File: src/rtl/nl_mux_pkg.sv
// Shared types and one-hot helpers for the registered one-hot mux.
package nl_mux_pkg;

  localparam int MAX_N = 64;

  typedef enum logic [1:0] {EMPTY, ONE, TWO} state_t;

  function automatic logic is_onehot(input logic [MAX_N-1:0] v);
    return $countones(v) == 1;
  endfunction

  // Highest set index wins; zero input yields zero.
  function automatic logic [MAX_N-1:0] oh_pick_hi(input logic [MAX_N-1:0] v);
    logic [MAX_N-1:0] r;
    r = '0;
    for (int i = 0; i < MAX_N; i++)
      if (v[i]) begin
        r    = '0;
        r[i] = 1'b1;
      end
    return r;
  endfunction

endpackage

File: src/rtl/nl_mux_oh_reg_select_if.sv
// Channel-side and link-side signals of the one-hot register mux.
interface nl_mux_oh_reg_select_if #(
  parameter type dtype_t = byte,
  parameter int  N       = 4,
  parameter int  CNT_W   = 8
);
  dtype_t           data_in [N-1:0];
  logic [N-1:0]     select;
  logic             in_valid;
  logic             in_ready;
  dtype_t           data_out;
  logic             out_valid;
  logic             out_ready;
  logic             sel_err;
  logic [CNT_W-1:0] err_count;
  logic             err_clr;

  modport master (
    output data_in, select, in_valid, out_ready, err_clr,
    input  in_ready, data_out, out_valid, sel_err, err_count
  );

  modport slave (
    input  data_in, select, in_valid, out_ready, err_clr,
    output in_ready, data_out, out_valid, sel_err, err_count
  );
endinterface

File: src/rtl/nl_skid_buf.sv
// Valid/ready output register with an optional second (skid) entry.
module nl_skid_buf
  import nl_mux_pkg::*;
#(
  parameter type dtype_t = byte,
  parameter bit  SKID    = 1'b1
) (
  input  logic   clk,
  input  logic   rst_n,
  input  dtype_t in_data,
  input  logic   in_valid,
  output logic   in_ready,
  output dtype_t out_data,
  output logic   out_valid,
  input  logic   out_ready
);
  state_t state;
  dtype_t skid_data;
  logic   acc, emit;

  // With SKID the ready only depends on held state; without it the single
  // register can refill in the same cycle it drains.
  assign in_ready = rst_n && (SKID ? (state != TWO) : (state == EMPTY || out_ready));
  assign acc      = in_valid && in_ready;
  assign emit     = out_valid && out_ready;

  always_ff @(posedge clk) begin
    if (!rst_n) begin
      state     <= EMPTY;
      out_valid <= 1'b0;
      out_data  <= '0;
      skid_data <= '0;
    end else begin
      case (state)
        EMPTY: if (acc) begin
          out_data  <= in_data;
          out_valid <= 1'b1;
          state     <= ONE;
        end
        ONE: begin
          if (acc && emit) begin
            out_data <= in_data;
          end else if (acc) begin
            skid_data <= in_data;
            state     <= TWO;
          end else if (emit) begin
            out_valid <= 1'b0;
            state     <= EMPTY;
          end
        end
        TWO: if (emit) begin
          out_data <= skid_data;
          state    <= ONE;
        end
        default: begin
          out_valid <= 1'b0;
          state     <= EMPTY;
        end
      endcase
    end
  end
endmodule

File: src/rtl/nl_mux_oh_reg_select.sv
// Registered, flow-controlled N:1 mux with one-hot select and select-error tracking.
module nl_mux_oh_reg_select
  import nl_mux_pkg::*;
#(
  parameter type dtype_t = byte,
  parameter int  N       = 4,
  parameter bit  SKID    = 1'b1,
  parameter int  CNT_W   = 8
) (
  input logic clk,
  input logic rst_n,
  nl_mux_oh_reg_select_if.slave bus
);
  localparam logic [CNT_W-1:0] CNT_MAX = '1;

  logic [N-1:0]     pick;
  dtype_t           sel_data;
  logic             in_ready;
  logic             bad;
  logic             sel_err;
  logic [CNT_W-1:0] err_count;

  assign pick = N'(oh_pick_hi(MAX_N'(bus.select)));

  always_comb begin
    sel_data = '0;
    for (int i = 0; i < N; i++)
      if (pick[i]) sel_data = bus.data_in[i];
  end

  nl_skid_buf #(.dtype_t(dtype_t), .SKID(SKID)) u_buf (
    .clk      (clk),
    .rst_n    (rst_n),
    .in_data  (sel_data),
    .in_valid (bus.in_valid),
    .in_ready (in_ready),
    .out_data (bus.data_out),
    .out_valid(bus.out_valid),
    .out_ready(bus.out_ready)
  );

  assign bus.in_ready = in_ready;
  assign bad = bus.in_valid && in_ready && !is_onehot(MAX_N'(bus.select));

  // A new error in the clear cycle restarts the count at one.
  always_ff @(posedge clk) begin
    if (!rst_n) begin
      sel_err   <= 1'b0;
      err_count <= '0;
    end else if (bad) begin
      sel_err   <= 1'b1;
      err_count <= bus.err_clr ? CNT_W'(1) :
                   (err_count == CNT_MAX) ? err_count : err_count + CNT_W'(1);
    end else if (bus.err_clr) begin
      sel_err   <= 1'b0;
      err_count <= '0;
    end
  end

  assign bus.sel_err   = sel_err;
  assign bus.err_count = err_count;
endmodule

File: src/flat_wrapper.sv
// flat-port wrapper written by rule: the top's interface ports become plain ports
module nl_mux_oh_reg_select_flat import nl_mux_pkg::*;
#(
  parameter type dtype_t = byte,
  parameter int  N       = 4,
  parameter bit  SKID    = 1'b1,
  parameter int  CNT_W   = 8
)
  (clk, rst_n, bus_data_in, bus_select, bus_in_valid, bus_out_ready, bus_err_clr, bus_in_ready, bus_data_out, bus_out_valid, bus_sel_err, bus_err_count);
  nl_mux_oh_reg_select_if #(.dtype_t(dtype_t), .N(N), .CNT_W(CNT_W)) bus_i ();
  input logic clk;
  input logic rst_n;
  input wire logic [$bits(bus_i.data_in)-1:0] bus_data_in;
  input wire logic [$bits(bus_i.select)-1:0] bus_select;
  input wire logic [$bits(bus_i.in_valid)-1:0] bus_in_valid;
  input wire logic [$bits(bus_i.out_ready)-1:0] bus_out_ready;
  input wire logic [$bits(bus_i.err_clr)-1:0] bus_err_clr;
  output wire logic [$bits(bus_i.in_ready)-1:0] bus_in_ready;
  output wire logic [$bits(bus_i.data_out)-1:0] bus_data_out;
  output wire logic [$bits(bus_i.out_valid)-1:0] bus_out_valid;
  output wire logic [$bits(bus_i.sel_err)-1:0] bus_sel_err;
  output wire logic [$bits(bus_i.err_count)-1:0] bus_err_count;
  assign bus_i.data_in = {>>{bus_data_in}};
  assign bus_i.select = bus_select;
  assign bus_i.in_valid = bus_in_valid;
  assign bus_i.out_ready = bus_out_ready;
  assign bus_i.err_clr = bus_err_clr;
  assign bus_in_ready = bus_i.in_ready;
  assign bus_data_out = bus_i.data_out;
  assign bus_out_valid = bus_i.out_valid;
  assign bus_sel_err = bus_i.sel_err;
  assign bus_err_count = bus_i.err_count;
  nl_mux_oh_reg_select #(.dtype_t(dtype_t), .N(N), .SKID(SKID), .CNT_W(CNT_W)) u_core (.clk(clk), .rst_n(rst_n), .bus(bus_i));
endmodule
File: config.mk
export PLATFORM = sky130hd
export DESIGN_NAME = nl_mux_oh_reg_select_flat
export DESIGN_NICKNAME = d
export VERILOG_FILES = /design/src/rtl/nl_mux_pkg.sv /design/src/rtl/nl_mux_oh_reg_select_if.sv /design/src/rtl/nl_skid_buf.sv /design/src/rtl/nl_mux_oh_reg_select.sv /design/src/flat_wrapper.sv
export SDC_FILE = /design/constraint.sdc
export NUM_CORES = 1
export LEC_CHECK = 0
export CAP_MARGIN = 15
export CORE_MARGIN = 2
export CORE_UTILIZATION = 65
export CTS_BUF_LIST = sky130_fd_sc_hd__clkbuf_8
export DETAILED_ROUTE_END_ITERATION = 8
export DONT_BUFFER_PORTS = 1
export PLACE_DENSITY = 0.91
export SETUP_SLACK_MARGIN = 0.15
export SYNTH_ARGS = -nofsm -noshare
export SYNTH_HDL_FRONTEND = slang
export SYNTH_SLANG_ARGS = --single-unit
File: constraint.sdc
create_clock -name clk -period 3.9 [get_ports clk]
set_clock_uncertainty 0.2 [all_clocks]
set_input_delay 0.585 -clock clk [delete_from_list [all_inputs] [get_ports clk]]
set_output_delay 0.585 -clock clk [all_outputs]
set_load 0.005 [all_outputs]
==> results of run 1 <==
==> metrics by stage <==
stage	setup slack (ps)	area [sq um]	power (mW)	hold slack (ps)
4_1_cts	973	1650	0.627	228
6_report	960	1650	0.625	230
3_5_place_dp	696	1580	0.402	260
5_1_grt	801	1650	0.653	227
3_3_place_gp	762	1580	0.398	256
2_1_floorplan	737	1580	0.390	249
==> power by group through the flow <==
stage	clock network (mW)	registers, mW	logic [mW]
2_1_floorplan	0	0.316	0.0735
3_3_place_gp	0	0.319	0.0790
3_5_place_dp	0	0.319	0.0831
4_1_cts	0.229	0.313	0.0849
5_1_grt	0.243	0.315	0.0952
6_report	0.227	0.313	0.0850
==> sequential cells by signal, indices dropped and copies added (netlist names) <==
signal                  count
u_core.u_buf.out_data       8
u_core.u_buf.skid_data      8
u_core.bus.sel_err          1
u_core.u_buf.state          2
u_core.bus.err_count        8
u_core.u_buf.out_valid      1
==> final cells by class <==
class / count / area [sq um] / area share [%]
multi-input cells: 142 / 951 / 57.6
flip-flops and latches: 28 / 561 / 33.9
clock buffers: 3 / 41.3 / 2.50
well taps: 28 / 35.0 / 2.12
clock inverters: 1 / 30.0 / 1.82
inverters: 7 / 26.3 / 1.59
repair buffers: 1 / 7.51 / 0.455
==> path summary, 6_finish.rpt <==
| kind | from | endpoint | slack (ps) | cells after the start |
|---|---|---|---|---|
| max | bus_select[3] | u_core.bus.err_count[7]$_SDFFE_PN0P_ | 960 | 10 |
| min | rst_n | u_core.u_buf.state[0]$_SDFFE_PN0P_ | 230 | 1 |
| max reg2reg | u_core.u_buf.state[1]$_SDFFE_PN0P_ | u_core.u_buf.out_data[6]$_SDFFE_PN0P_ | 1620 | 4 |
| min reg2reg | u_core.u_buf.skid_data[4]$_SDFFE_PN0P_ | u_core.u_buf.out_data[4]$_SDFFE_PN0P_ | 280 | 2 |
==> synthesized netlist by cell type (2+ instances only) <==
cell	number	area share, %
nand2b_1	3	1.2
mux2i_1	8	5.1
nand3_1	5	1.6
o22ai_1	8	3.2
xor2_1	3	1.7
nor3_1	2	0.63
o21ai_0	11	3.5
dfxtp_1	28	35
a31oi_1	8	3.2
nand4_1	3	1.2
xnor2_1	3	1.7
nor2_1	19	4.5
a221oi_2	2	1.9
buf_2	3	0.95
and2_1	4	1.6
a221oi_1	7	3.9
clkbuf_1	5	1.2
nor2b_1	11	4.3
ha_1	6	4.7
inv_1	6	1.4
a21oi_1	3	0.95
or2_2	2	0.79
nand2_1	21	5.0
==> per-layer routing <==
layer	wire length [um]	track usage (%)	vias up
met1	1410	29.9	643
li1	-	-	658
met2	1840	49.6	44
met5	0	0	-
met3	194	8.19	4
met4	40	3.85	0
==> cells by family (layout without fill, tap and decap cells) <==
logic type / Yosys count / after routing / synth area share, %
muxes: 10 / 10 / 6.72
DFF: 28 / 28 / 35.4
adders and majority gates: 7 / 7 / 6.01
xor gates and xnor gates: 6 / 6 / 3.32
and+or+nand+nor: 77 / 77 / 25.9
AOI/OAI and AO/OA: 42 / 42 / 18.1
buffers and inverters: 16 / 12 / 4.51
==> worst reg2reg max path, cell delays in order (launching register included) <==
cell and delay, ps:
dfxtp_1 450, nand2b_1 280, o2bb2ai_1 910, o21ai_0 200
a31oi_1 170
==> out/results.ini, run 1 <==
[route]
drt-total-wl_um = 3480
drt_first_iter_violations = 25
drc_errors = 0
firstDrtPassIters = 5
viasPerCell = 6.42
drtAntennaViolNets = 0
via_count = 1349
avgRoutedWirePerCell_um = 16.6

[setup_path]
cpPeakStageDelay_ps = 480
cp_slowest_cell = fa_1
crit_chain = clkinv_1, ha_1, inv_1, ha_1, fa_1, nor2_1, a211o_1, nor3_2, nand3_1, mux2_4
cp_top_family = adder cells
critPathBufInv = 2
critPathRequiredTime_ps = 3880
worstPathArrival_ps = 2920
path_max_fanout = 8
endpoint_kind = flip-flop
cp-start-kind = primary input
cpMostUsedCell = ha_1
path_class = in2reg

[timing]
rsz0062_at_grt = false
fin_crit_ps = 2940
timing.final.crit_share_pct = 75.4
fmax_mhz = 340
slew_headroom_pct = 30.3
report.final.slew_viol_count = 0
setup_violations = 0
worst_pin_slew_ps = 1050
fin_setup_tns_ps = 0
hold_viol_final = 0

[clock_network]
cts-root-buf = clkbuf_8
clockBufferDepth = 2
cts_resized = 0
clkLatencyLatePin_ps = 280
h-tree-depth = 1
cts_hold_buf = 0
numCtsBuffers = 3
cts_setup_buffers = 0
cts_tree = done
clk_pin_slew_ps = 100
cts.sinks = 28

[power_and_ir_drop]
sw_frac_of_total_pct = 24.0
p_clk_share_pct = 36.4
comb_power_share_pct = 13.6
p_leak_nw = 0.596
p_int_mw = 0.475
p_switching_mw = 0.150
vdd_drop_max_mv = 0.390
power.density_nw_per_um2 = 378
seqPwrFrac_pct = 50.0

[logic_synthesis]
synth_seq_cells = 28
synth_area_sq_um = 1580
ys_seq_area_share_pct = 35.4
synth_edf_count = 0
ys_types = 38
syn-num-nets = 234
syn_inst = 186
syn_avg_cell_area_sq_um = 8.51
async_flop_share_pct = 0
ys.flop_type = dfxtp_1
yosysWarningCount = 0

[floorplan]
io_pins = 60
core-area_sq_um = 2250
rows = 17
fp.dieW_um = 53.3
die-height_um = 53.3
initial_core_util_pct = 70.2
dieArea_sq_um = 2850

[cells_and_area]
antenna_cells = 0
fin_cells = 210
fill_cells = 164
final_core_util_pct = 73.3
area_growth_pct = 4.35
layout_commonest_cell = dfxtp_1
final_cell_mix = 28 x dfxtp_1, 21 x nand2_1, 19 x nor2_1
layout-drive-gt1-share_pct = 8.79
nets = 231

[global_routing]
grt_pass1_wl_um = 5500
grt_overflow = 0
antenna_found_initial = 0
grt_pass1_vias = 1320
grt_usage_pct = 26.7
grt_max_degree = 25

[run]
cap_violations = 0

[worst_hold_path]
holdCritPathClass = in2reg

[outcome]
status = completed

[placement]
dp.cells = 206
gp_congestion = 0.863
portBuffers = 0
dp_hpwl_um = 2590

No activity file was read; power rests on OpenSTA's default activity.
==> inputs of run 2 (changes only) <==
--- a/config.mk
+++ b/config.mk
@@ -7,11 +7,11 @@
 export LEC_CHECK = 0
 export CAP_MARGIN = 15
 export CORE_MARGIN = 2
-export CORE_UTILIZATION = 65
+export CORE_UTILIZATION = 59
 export CTS_BUF_LIST = sky130_fd_sc_hd__clkbuf_8
 export DETAILED_ROUTE_END_ITERATION = 8
 export DONT_BUFFER_PORTS = 1
-export PLACE_DENSITY = 0.91
+export PLACE_DENSITY = 0.88
 export SETUP_SLACK_MARGIN = 0.15
 export SYNTH_ARGS = -nofsm -noshare
 export SYNTH_HDL_FRONTEND = slang
==> constraint.sdc (replaced) <==
create_clock -name clk -period 2.4 [get_ports clk]
set_clock_uncertainty 0.2 [all_clocks]
set_input_delay 0.36 -clock clk [delete_from_list [all_inputs] [get_ports clk]]
set_output_delay 0.36 -clock clk [all_outputs]
set_load 0.005 [all_outputs]
==> run 2 against run 1 <==
Against the previous run:
- global-route usage shrank 3.3 points
- core utilization shrank 1.3 points
- non-clock buffer count grew 7
- final cell count grew 4.3%
- total power grew 67%
- sequential share of layout area shrank 2.8 points
- die area grew 9.4%
- critical path depth grew 1
- largest power group unchanged
==> out/results.ini, run 2 (synthesis gave the netlist of run 1 again) <==
[power_and_ir_drop]
vdd_drop_max_mv = 0.412
comb_power_share_pct = 15.5
p_int_mw = 0.789
power.density_nw_per_um2 = 578
sw_frac_of_total_pct = 24.2
seqPwrFrac_pct = 48.8
p_switching_mw = 0.252
p_leak_nw = 0.637
p_clk_share_pct = 35.6

[timing]
hold_viol_final = 0
fmax_mhz = 432
slew_headroom_pct = 63.5
report.final.slew_viol_count = 0
worst_pin_slew_ps = 545
timing.final.crit_share_pct = 96.3
hold_slack_ps = 7.00
fin_crit_ps = 2310
rsz0062_at_grt = true
worst_slack_ps = 87.6
setup_violations = 0

[global_routing]
grt_overflow = 0
grt_pass1_wl_um = 5900
grt_max_degree = 25
antenna_found_initial = 0
grt_pass1_vias = 1431
grt_usage_pct = 23.4

[cells_and_area]
area_growth_pct = 13.7
fill_cells = 189
fin_cells = 219
regArea_sq_um = 561
layout_commonest_cell = dfxtp_1
largestRegisters = u_core.bus.err_count (8), u_core.u_buf.out_data (8), u_core.u_buf.skid_data (8)
nets = 238
multi_input_area_sq_um = 1020
antenna_cells = 0
layout-drive-gt1-share_pct = 17.5
final_cell_mix = 28 x dfxtp_1, 21 x nand2_1, 18 x nor2_1

[setup_path]
cp-start-kind = primary input
r2r-end = u_core.bus.err_count[5]$_SDFFE_PN0P_
cp_slowest_cell = fa_1
r2r-start = u_core.bus.err_count[0]$_SDFFE_PN0P_
endpoint_kind = flip-flop
crit_end = u_core.bus.err_count[6]$_SDFFE_PN0P_
cpPeakStageDelay_ps = 490
crit_chain = clkinv_8, ha_4, inv_2, ha_4, fa_1, nor2_2, a211o_1, buf_6, nor4b_4, xnor2_1, nor2_1
path_class = in2reg
reg2regPathDepth = 8
path_max_fanout = 8
startpoint = bus_select[3]
critPathRequiredTime_ps = 2370
cpMostUsedCell = ha_4
r2r_setup_slack_ps = 150
worstPathArrival_ps = 2280

[floorplan]
dieArea_sq_um = 3110
fp.dieW_um = 55.8
die-height_um = 55.8
initial_core_util_pct = 63.3
rows = 18
core-area_sq_um = 2500
io_pins = 60

[route]
via_count = 1361
drt-total-wl_um = 3620
viasPerCell = 6.21
avgRoutedWirePerCell_um = 16.5
drc_errors = 0
drt_first_iter_violations = 46
firstDrtPassIters = 4
drtAntennaViolNets = 0

[clock_network]
clkLatencyLatePin_ps = 270
clk_pin_slew_ps = 90
h-tree-depth = 1
cts-root-buf = clkbuf_8
numCtsBuffers = 3
clockBufferDepth = 2
cts.sinks = 28
cts_tree = done

[placement]
dp_hpwl_um = 2670
gp_congestion = 0.798
dp.cells = 213
place_worst_setup_slack_ps = -225
portBuffers = 0

[run]
cap_violations = 0

[worst_hold_path]
holdCritPathClass = in2reg

[outcome]
status = completed

[run 2: stage by stage]
stage	utilization, %	instance area [sq um]	total power, mW	TNS, ps
finish	72.0	1800	1.04	0
global route	72.0	1800	1.09	0
floorplan	-	1630	0.643	-915
global placement	66.3	1660	0.660	-298
detailed placement	66.3	1660	0.669	-626
CTS	69.2	1730	1.03	0
[run 2: routing by layer]
layer,track usage (%),wire [um]
met5,0,0
met4,10.1,66
met3,6.74,253
met2,44.6,1990
met1,23.1,1310
[run 2: worst min path at each step]
stage	startpoint	end	slack, ps	cells after the start
floorplan	u_core.u_buf.skid_data[6]$_SDFFE_PN0P_	u_core.u_buf.out_data[6]$_SDFFE_PN0P_	250	2
global placement	u_core.u_buf.skid_data[4]$_SDFFE_PN0P_	u_core.u_buf.out_data[4]$_SDFFE_PN0P_	260	2
detailed placement	u_core.u_buf.skid_data[1]$_SDFFE_PN0P_	u_core.u_buf.out_data[1]$_SDFFE_PN0P_	260	2
CTS	rst_n	u_core.u_buf.state[0]$_SDFFE_PN0P_	6	1
global route	rst_n	u_core.u_buf.state[0]$_SDFFE_PN0P_	10	1
finish	rst_n	u_core.u_buf.state[0]$_SDFFE_PN0P_	7	1
[run 2: final cells by class]
| class | instances | area share (%) |
|---|---|---|
| multi-input combinational | 142 | 56.6 |
| sequential | 28 | 31.2 |
| timing repair buffer | 8 | 3.76 |
| inverter | 7 | 2.43 |
| clock buffer | 3 | 2.29 |
| tap | 30 | 2.09 |
| clock inverter | 1 | 1.67 |
[run 2: power groups by stage]
stage                     clock network [mW]  registers [mW]  logic, mW
after global placement                     0           0.518      0.142
final                                  0.371           0.508      0.162
after global routing                   0.393           0.512      0.184
after floorplan                            0           0.514      0.129
after detailed placement                   0           0.519      0.150
after CTS                              0.371           0.508      0.150
[run 2: critical path, delay by kind of cell]
kind | cells | cell delay [ps]
compound gates | 1 | 320
buf+inv | 3 | 220
xor+xnor | 1 | 150
fa+ha+maj | 3 | 880
simple gates | 3 | 350
[run 2: timing repair]
| item | CTS | global route |
|---|---|---|
| gates resized for setup | 0 | 12 |
| gates cloned | 0 | 0 |
| endpoints found under the hold margin | 0 | 0 |
| pin swaps | 0 | 5 |
| setup endpoints to repair | 1 | 7 |
| buffers inserted | 0 | 2 |
| hold buffers | 0 | 0 |
